===== src/rtl/sd_pkg.sv =====
// Shared definitions for the SPI-mode SD card command/response path.
// Holds the FSM state encoding, R1 bit positions and timing defaults.
package sd_pkg;

  typedef enum logic [2:0] {
    S_IDLE    = 3'd0,
    S_WAIT    = 3'd1,
    S_R1      = 3'd2,
    S_PAYLOAD = 3'd3,
    S_DONE    = 3'd4
  } state_t;

  localparam int R1_IDLE        = 0;
  localparam int R1_ILLEGAL_CMD = 2;

  // The card holds DO high when idle, so an untouched R1 reads as all ones.
  localparam logic [7:0] R1_NONE = 8'hFF;

  localparam int DEFAULT_TIMEOUT = 80;

  localparam int R1_BITS      = 8;
  localparam int PAYLOAD_BITS = 32;

endpackage


===== src/rtl/sd_shift_in.sv =====
// MSB-first serial-to-parallel shifter: one bit per enabled cycle, clear has priority.
// Latency 1 cycle per bit; no backpressure, caller gates enable.
module sd_shift_in
  import sd_pkg::*;
#(
  parameter int               WIDTH     = 8,
  parameter logic [WIDTH-1:0] CLEAR_VAL = '0
) (
  input  logic             clk,
  input  logic             rst_n,
  input  logic             clear,
  input  logic             enable,
  input  logic             din,
  output logic [WIDTH-1:0] data,
  output logic [5:0]       bitCount
);

  always_ff @(posedge clk or negedge rst_n) begin
    if (!rst_n) begin
      data     <= CLEAR_VAL;
      bitCount <= 6'd0;
    end else if (clear) begin
      data     <= CLEAR_VAL;
      bitCount <= 6'd0;
    end else if (enable) begin
      data <= {data[WIDTH-2:0], din};
      if (bitCount != 6'h3F) begin
        bitCount <= bitCount + 6'd1;
      end
    end
  end

endmodule


===== src/rtl/sd_resp_rx.sv =====
// SPI-mode SD response receiver: hunts DO for a start bit, captures R1 and optional 32-bit trailer.
// Short response done 8 edges after start bit, long 40; level isStart/isBusy/isFinish handshake, DONE held until isStart drops.
module sd_resp_rx
  import sd_pkg::*;
#(
  parameter int TIMEOUT_CYCLES = DEFAULT_TIMEOUT
) (
  input  logic        clk,
  input  logic        rst_n,
  input  logic        isStart,
  input  logic        respLong,
  input  logic        DO,
  output logic        isBusy,
  output logic        isFinish,
  output logic        isTimeout,
  output logic [7:0]  r1,
  output logic [31:0] payload
);

  localparam int TW = $clog2(TIMEOUT_CYCLES + 1);

  state_t        state;
  logic          longLatched;
  logic [TW-1:0] tcnt;
  logic [5:0]    r1Count;
  logic [5:0]    payCount;
  logic          shiftClear;
  logic          r1En;
  logic          payEn;

  assign shiftClear = (state == S_IDLE) && isStart;
  assign r1En       = ((state == S_WAIT) && !DO) || (state == S_R1);
  assign payEn      = (state == S_PAYLOAD);

  sd_shift_in #(
    .WIDTH     (R1_BITS),
    .CLEAR_VAL (R1_NONE)
  ) u_r1Shift (
    .clk      (clk),
    .rst_n    (rst_n),
    .clear    (shiftClear),
    .enable   (r1En),
    .din      (DO),
    .data     (r1),
    .bitCount (r1Count)
  );

  sd_shift_in #(
    .WIDTH     (PAYLOAD_BITS),
    .CLEAR_VAL ('0)
  ) u_payShift (
    .clk      (clk),
    .rst_n    (rst_n),
    .clear    (shiftClear),
    .enable   (payEn),
    .din      (DO),
    .data     (payload),
    .bitCount (payCount)
  );

  always_ff @(posedge clk or negedge rst_n) begin
    if (!rst_n) begin
      state       <= S_IDLE;
      isBusy      <= 1'b0;
      isFinish    <= 1'b0;
      isTimeout   <= 1'b0;
      longLatched <= 1'b0;
      tcnt        <= '0;
    end else begin
      case (state)
        S_IDLE: begin
          isBusy   <= 1'b0;
          isFinish <= 1'b0;
          if (isStart) begin
            longLatched <= respLong;
            isTimeout   <= 1'b0;
            tcnt        <= '0;
            isBusy      <= 1'b1;
            state       <= S_WAIT;
          end
        end
        S_WAIT: begin
          if (!DO) begin
            state <= S_R1;
          end else if (tcnt == TW'(TIMEOUT_CYCLES - 1)) begin
            isTimeout <= 1'b1;
            isFinish  <= 1'b1;
            state     <= S_DONE;
          end else begin
            tcnt <= tcnt + TW'(1);
          end
        end
        S_R1: begin
          if (r1Count == 6'(R1_BITS - 1)) begin
            // r1 has not shifted yet on this edge, so the final bit 2 is still at bit 1.
            if (!longLatched || r1[R1_ILLEGAL_CMD-1]) begin
              isFinish <= 1'b1;
              state    <= S_DONE;
            end else begin
              state <= S_PAYLOAD;
            end
          end
        end
        S_PAYLOAD: begin
          if (payCount == 6'(PAYLOAD_BITS - 1)) begin
            isFinish <= 1'b1;
            state    <= S_DONE;
          end
        end
        S_DONE: begin
          if (!isStart) begin
            isBusy   <= 1'b0;
            isFinish <= 1'b0;
            state    <= S_IDLE;
          end
        end
        default: begin
          isBusy   <= 1'b0;
          isFinish <= 1'b0;
          state    <= S_IDLE;
        end
      endcase
    end
  end

endmodule


===== config.mk =====
export PLATFORM = sky130hd
export DESIGN_NAME = sd_resp_rx
export DESIGN_NICKNAME = d
export VERILOG_FILES = /design/src/rtl/sd_pkg.sv /design/src/rtl/sd_shift_in.sv /design/src/rtl/sd_resp_rx.sv
export SDC_FILE = /design/constraint.sdc
export NUM_CORES = 1
export LEC_CHECK = 0
export CORE_MARGIN = 4
export CORE_UTILIZATION = 51
export CTS_CLUSTER_DIAMETER = 150
export DETAILED_ROUTE_END_ITERATION = 16
export PLACE_DENSITY_LB_ADDON = 0.12
export SETUP_SLACK_MARGIN = 0.02
export SYNTH_ARGS = -nofsm -noshare
export SYNTH_HDL_FRONTEND = slang
export SYNTH_HIERARCHICAL = 1
export SYNTH_SLANG_ARGS = --single-unit

===== constraint.sdc =====
create_clock -name clk -period 4.6 [get_ports clk]
set_input_delay 0.46 -clock clk [delete_from_list [all_inputs] [get_ports clk]]
set_output_delay 0.46 -clock clk [all_outputs]
set_load 0.03 [all_outputs]

## Yosys cells after proc, flatten, opt, wreduce, memory -nomap -nowiden

Cells that the tools add are included.

- Word-level logic and storage cells: 86
- Register bits after elaboration: 66
- Output and inout bits: 43

- Bitwise operators: 1
- Eq/ne operators: 18
- Add/subtract/negate cells: 3
- Reductions and logical operators: 21
- Muxes and demuxes: 33

Operator list:

| kind | number |
|---|---|
| $mux 32 | 2 |
| $mux 6 | 6 |
| $mux 3 | 7 |
| $mux 7 | 3 |
| $mux 8 | 2 |
| $pmux 3 s5 | 1 |
| $pmux 7 s2 | 1 |
| $add 6x1->6 const B | 2 |
| $ne 6x6->1 const B | 2 |
| $reduce_bool 2->1 | 5 |
| $mux 1 | 8 |
| $ne 2x1->1 const B | 4 |
| $ne 2x2->1 const B | 4 |
| $reduce_and 2->1 | 4 |
| $reduce_and 4->1 | 2 |
| $add 7x1->7 const B | 1 |
| $eq 7x7->1 const B | 1 |
| $eq 3x2->1 const B | 2 |
| $eq 6x3->1 const B | 1 |
| $eq 6x5->1 const B | 1 |
| $reduce_and 6->1 | 1 |
| $reduce_and 5->1 | 1 |
| $pmux 1 s4 | 1 |
| $eq 3x1->1 const B | 1 |
| other kinds (10) | 13 |

## Longest topological paths before layout

- Depth in word-level cells: 5
- Depth in mapped cells: 8

## By module

The synthesis kept the hierarchy.

Modules (own cells, without submodules):

| module | instances | area each (sq um) | cells each |
|---|---|---|---|
| sd_shift_in at u_payShift | 1 | 1649.1 | 139 |
| sd_resp_rx | 1 | 889.6 | 92 |
| sd_shift_in at u_r1Shift | 1 | 685.7 | 62 |

## Worst setup path after synthesis

OpenSTA, ideal clock, no wires.

- Path type: register to register
- Start: reg state[1]
- End: reg u_payShift.bitCount[1]
- Setup time: 0.124 ns
- Path slack: 2.813 ns
- Arrival time: 1.663 ns
- Buffers on the path: 2
- Stages on the path, launching flop included: 8
- Data required time: 4.476 ns
- Period minus slack after synthesis: 1.787 ns
- Path through: dfrtp_1 -> nor3b_2 -> nand2b_1 -> buf_2 -> inv_1 -> buf_2 -> nor3_1 -> a211o_1

- Longest elaborated chain between the ends: 4
- Elaborated cells on any way between the ends: 7

RTL lines:

| element | RTL line | text |
|---|---|---|
| from (decl) | sd_resp_rx.sv:22 | `state_t state;` |
| from (signal assigned) | sd_resp_rx.sv:63 | `state <= S_IDLE;` |
| from (signal assigned) | sd_resp_rx.sv:79 | `state <= S_WAIT;` |
| from (signal assigned) | sd_resp_rx.sv:84 | `state <= S_R1;` |
| $logic_not 3->1 (*) | sd_resp_rx.sv:31 | `assign shiftClear = (state == S_IDLE) && isStart;` |
| $logic_and 1x1->1 (*) | sd_resp_rx.sv:31 |  |
| via shiftClear | sd_resp_rx.sv:27 | `logic shiftClear;` |
| $reduce_bool 2->1 (no source line) | -- |  |
| $reduce_and 2->1 (no source line) | -- |  |
| to (signal assigned) | sd_shift_in.sv:28 | `bitCount <= bitCount + 6'd1;` |
| to (decl) | sd_shift_in.sv:15 | `output logic [5:0] bitCount` |

The timed path passes the listed nets; every way through them passes the cells marked *.
A chain may end at the register's enable or synchronous reset.

## Worst setup path in the final report

- Start: in isStart
- End: reg u_r1Shift.bitCount[1]

- Longest elaborated chain between the ends: 3
- Elaborated cells on any way between the ends: 5

RTL lines:

| element | RTL line | text |
|---|---|---|
| from (decl) | sd_resp_rx.sv:10 | `input logic isStart,` |
| $logic_and 1x1->1 (*) | sd_resp_rx.sv:31 |  |
| via shiftClear | sd_resp_rx.sv:27 |  |
| $reduce_bool 2->1 (no source line) | -- |  |
| $reduce_and 2->1 (no source line) | -- |  |
| to (signal assigned) | sd_shift_in.sv:28 |  |
| to (decl) | sd_shift_in.sv:15 |  |

Marks and branches as above.

==> metrics.txt <==
sequential area share after synthesis 51.5%; Inst Count DP 403; final worst-path setup slack slightly above 2000 ps; wire length per cell after detailed routing 14.8 microns; FF+latch count, synth 66; Non-Filler Instances 419; WS Path Type in -> reg; Synth Warn # 6; Gate Count Post-Synth 293; R2R setup slack between 2000 and 2500 ps; row count 28; Net count, final 347; CTS-repair resized insts 0; gr ovfl total 0; Area growth, synth to finish 20.1%; endpoints failing setup 0; syn avg cell area about 11 sq um; DRC 0; XOR/XNOR Fraction of Synth Area 0.543%; Slowest-stage cell, CP clkdlybuf4s50_1; most frequent CP cell inv_1; Setup Fix Bufs, Post-CTS 0; initial DRC count 127; Cell Pwr Density 466 nW/um^2; Max-Cap Viols 0; Total Wirelength a little over 6000 microns; CTS Root Cell clkbuf_8; R2R depth 7; clk buf depth 2; ANT nets after route 0; Util after Layout 64.3%; Placer Congestion a little over 0.8; status finished, final reports clean; post-synthesis mux area share 14.4%; Worst-Margin Slew approximately 820 ps; Fmax 391 MHz; DP Worst Slack 1710 ps; Post-CTS Hold Buffers 0; CP required between 4000 and 5000 ps; Crit Reg-Reg Endpoint u_r1Shift/bitCount[1]; worst-path maximum fanout 49; Yosys cell types 53; Initial Util 53.5%; Final Hold Viols 0; H-tree depth 3; Slew Viols, Final 0; vias per cell 5.60; fin crit share 55.5%; I/O pins 48; worst r2r src state[0]; initial antenna violation count 0; Synth async-reset ratio 100%; clock period minus worst slack 2550 ps; I/O Buffers 47; layout cells sized above 1 11.3%; Yosys top cell area share 45.0%; Setup Skew 5.48 ps; Num CTS Buffers 9; clock latency on the worst-skew pair 340 ps; Hold Path Class in -> async; Core ar. 6030 sq um; Synth Cell Area 3220 sq um; full die area ~7700 sq um; Synth Area in Adders 1.16%; Die Ht slightly below 90 microns; Hold WS 301 ps; vias in the first global route 2344; Lkg Pwr ~1.6 nW; ant diodes 0; peak supply drop 0.000277 V; Compound-Gate Fraction of Synth Area 10.7%; Total Routing Usage GR 18.0%; Crit. End Element flip-flop; drt first pass iters 4; Syn Nets 301; CP max stage delay 510 ps; Die X 87.5 microns; Main synth FF type dfrtp_1; Synth area leaders dfrtp_1 45%, mux2i_1 13%, dfstp_2 6.5%; Clock Sinks 66; worst relative slew slack 45.6%; hpwl dp 3960 microns; vias 2348; Cell Chain, Critical Path clkdlybuf4s50_1 -> nor3b_2 -> nand2b_1 -> inv_1 -> buf_4 -> inv_1 -> a41oi_1 -> a21bo_2; setup_tns 0 ps; largest net degree at the start of global routing 67; clk slew on worst S/H paths 70 ps; RSZ-0062 raised after global routing no; CTS tree yes; Synth area leader dfrtp_1; first-pass GRT wire length 10900 microns; most common cell after layout, fill and taps aside dfrtp_1; commonest non-fill, non-tap cells in the layout 58 x dfrtp_1, 46 x clkdlybuf4s50_1, 43 x mux2i_1; data arrival time of the critical path 2780 ps; largest family of logic cells by synthesized area simple AND/OR/NAND/NOR gates; startpoint types input port; Post-synth EDFFs 0; Post-Synth Simple-Gate Area between 10% and 20%
==> state kept, by name (all words and copies together), names as in the netlist <==
name                 flops
u_r1Shift/data           8
tcnt                     7
state                    3
isBusy                   1
isFinish                 1
u_payShift/bitCount      6
u_r1Shift/bitCount       6
u_payShift/data         32
isTimeout                1
longLatched              1
==> worst max path at each step <==
stage	startpoint	to	slack, ps	cells past startpoint
floorplan	state[1]	u_payShift/bitCount[1]	2810	7
global placement	isStart	u_r1Shift/bitCount[1]	1750	8
detailed placement	isStart	u_r1Shift/bitCount[1]	1710	8
CTS	isStart	u_r1Shift/bitCount[1]	2050	8
global route	isStart	u_r1Shift/bitCount[1]	1820	8
finish	isStart	u_r1Shift/bitCount[1]	2050	8
==> where the power goes <==
group / switching [mW] / leakage (nW) / internal, mW
clock: 0.202 / 0.0757 / 0.196
sequential: 0.106 / 0.880 / 0.673
combinational: 0.364 / 0.692 / 0.264
==> layout make-up <==
| cell class | count | area [sq um] |
|---|---|---|
| Clock buffer | 15 | 146 |
| Clock inverter | 1 | 5.00 |
| Fill cell | 513 | 2150 |
| Multi-Input combinational cell | 207 | 1460 |
| Inverter | 4 | 15.0 |
| Timing Repair Buffer | 51 | 495 |
| Tap cell | 75 | 93.8 |
| Sequential cell | 66 | 1660 |
==> logic make-up (layout without fill, tap and decap cells) <==
kind of cell	count (synthesis)	after routing
and+or+nand+nor	111	111
AOI/OAI and AO/OA	45	45
xor gates and xnor gates	2	2
muxes	46	46
adders and majority gates	3	3
DFF	66	66
buffers and inverters	20	71
==> critical path: cells and delay by family <==
family	cells	cell delay, ps
AND/OR/NAND/NOR	2	490
buffers and inverters	4	1360
AO/OA/AOI/OAI	2	440
==> metrics by stage <==
step | instance area, sq um | total power, mW
final | 3870 | 1.81
after global routing | 3870 | 1.93
after CTS | 3870 | 1.82
after detailed placement | 3720 | 1.42
after global placement | 3720 | 1.41
after floorplan | 3220 | 1.28
==> synthesized netlist by cell type (3+ instances only) <==
cell type,instances
and3_1,3
nand3_1,9
nor2_1,42
a21oi_1,9
nor2b_1,3
dfstp_2,8
buf_2,8
and4b_1,3
nand2b_1,7
ha_1,3
mux2i_1,43
nand2_1,21
buf_4,6
mux2_1,3
inv_1,4
nor3b_1,4
a31oi_1,7
dfrtp_1,58
a311oi_1,3
nor3_1,3
o21ai_1,6
==> layer usage <==
metal / GRT usage, % / share of wire, % / vias to the layer above
li1: - / - / 1146
met1: 25.7 / 51 / 1157
met2: 26.5 / 44 / 40
met3: 4.73 / 4.0 / 5
met4: 6.28 / 0.81 / 0
met5: 0 / 0 / -
Note: power is estimated with default switching activity, not from simulation.
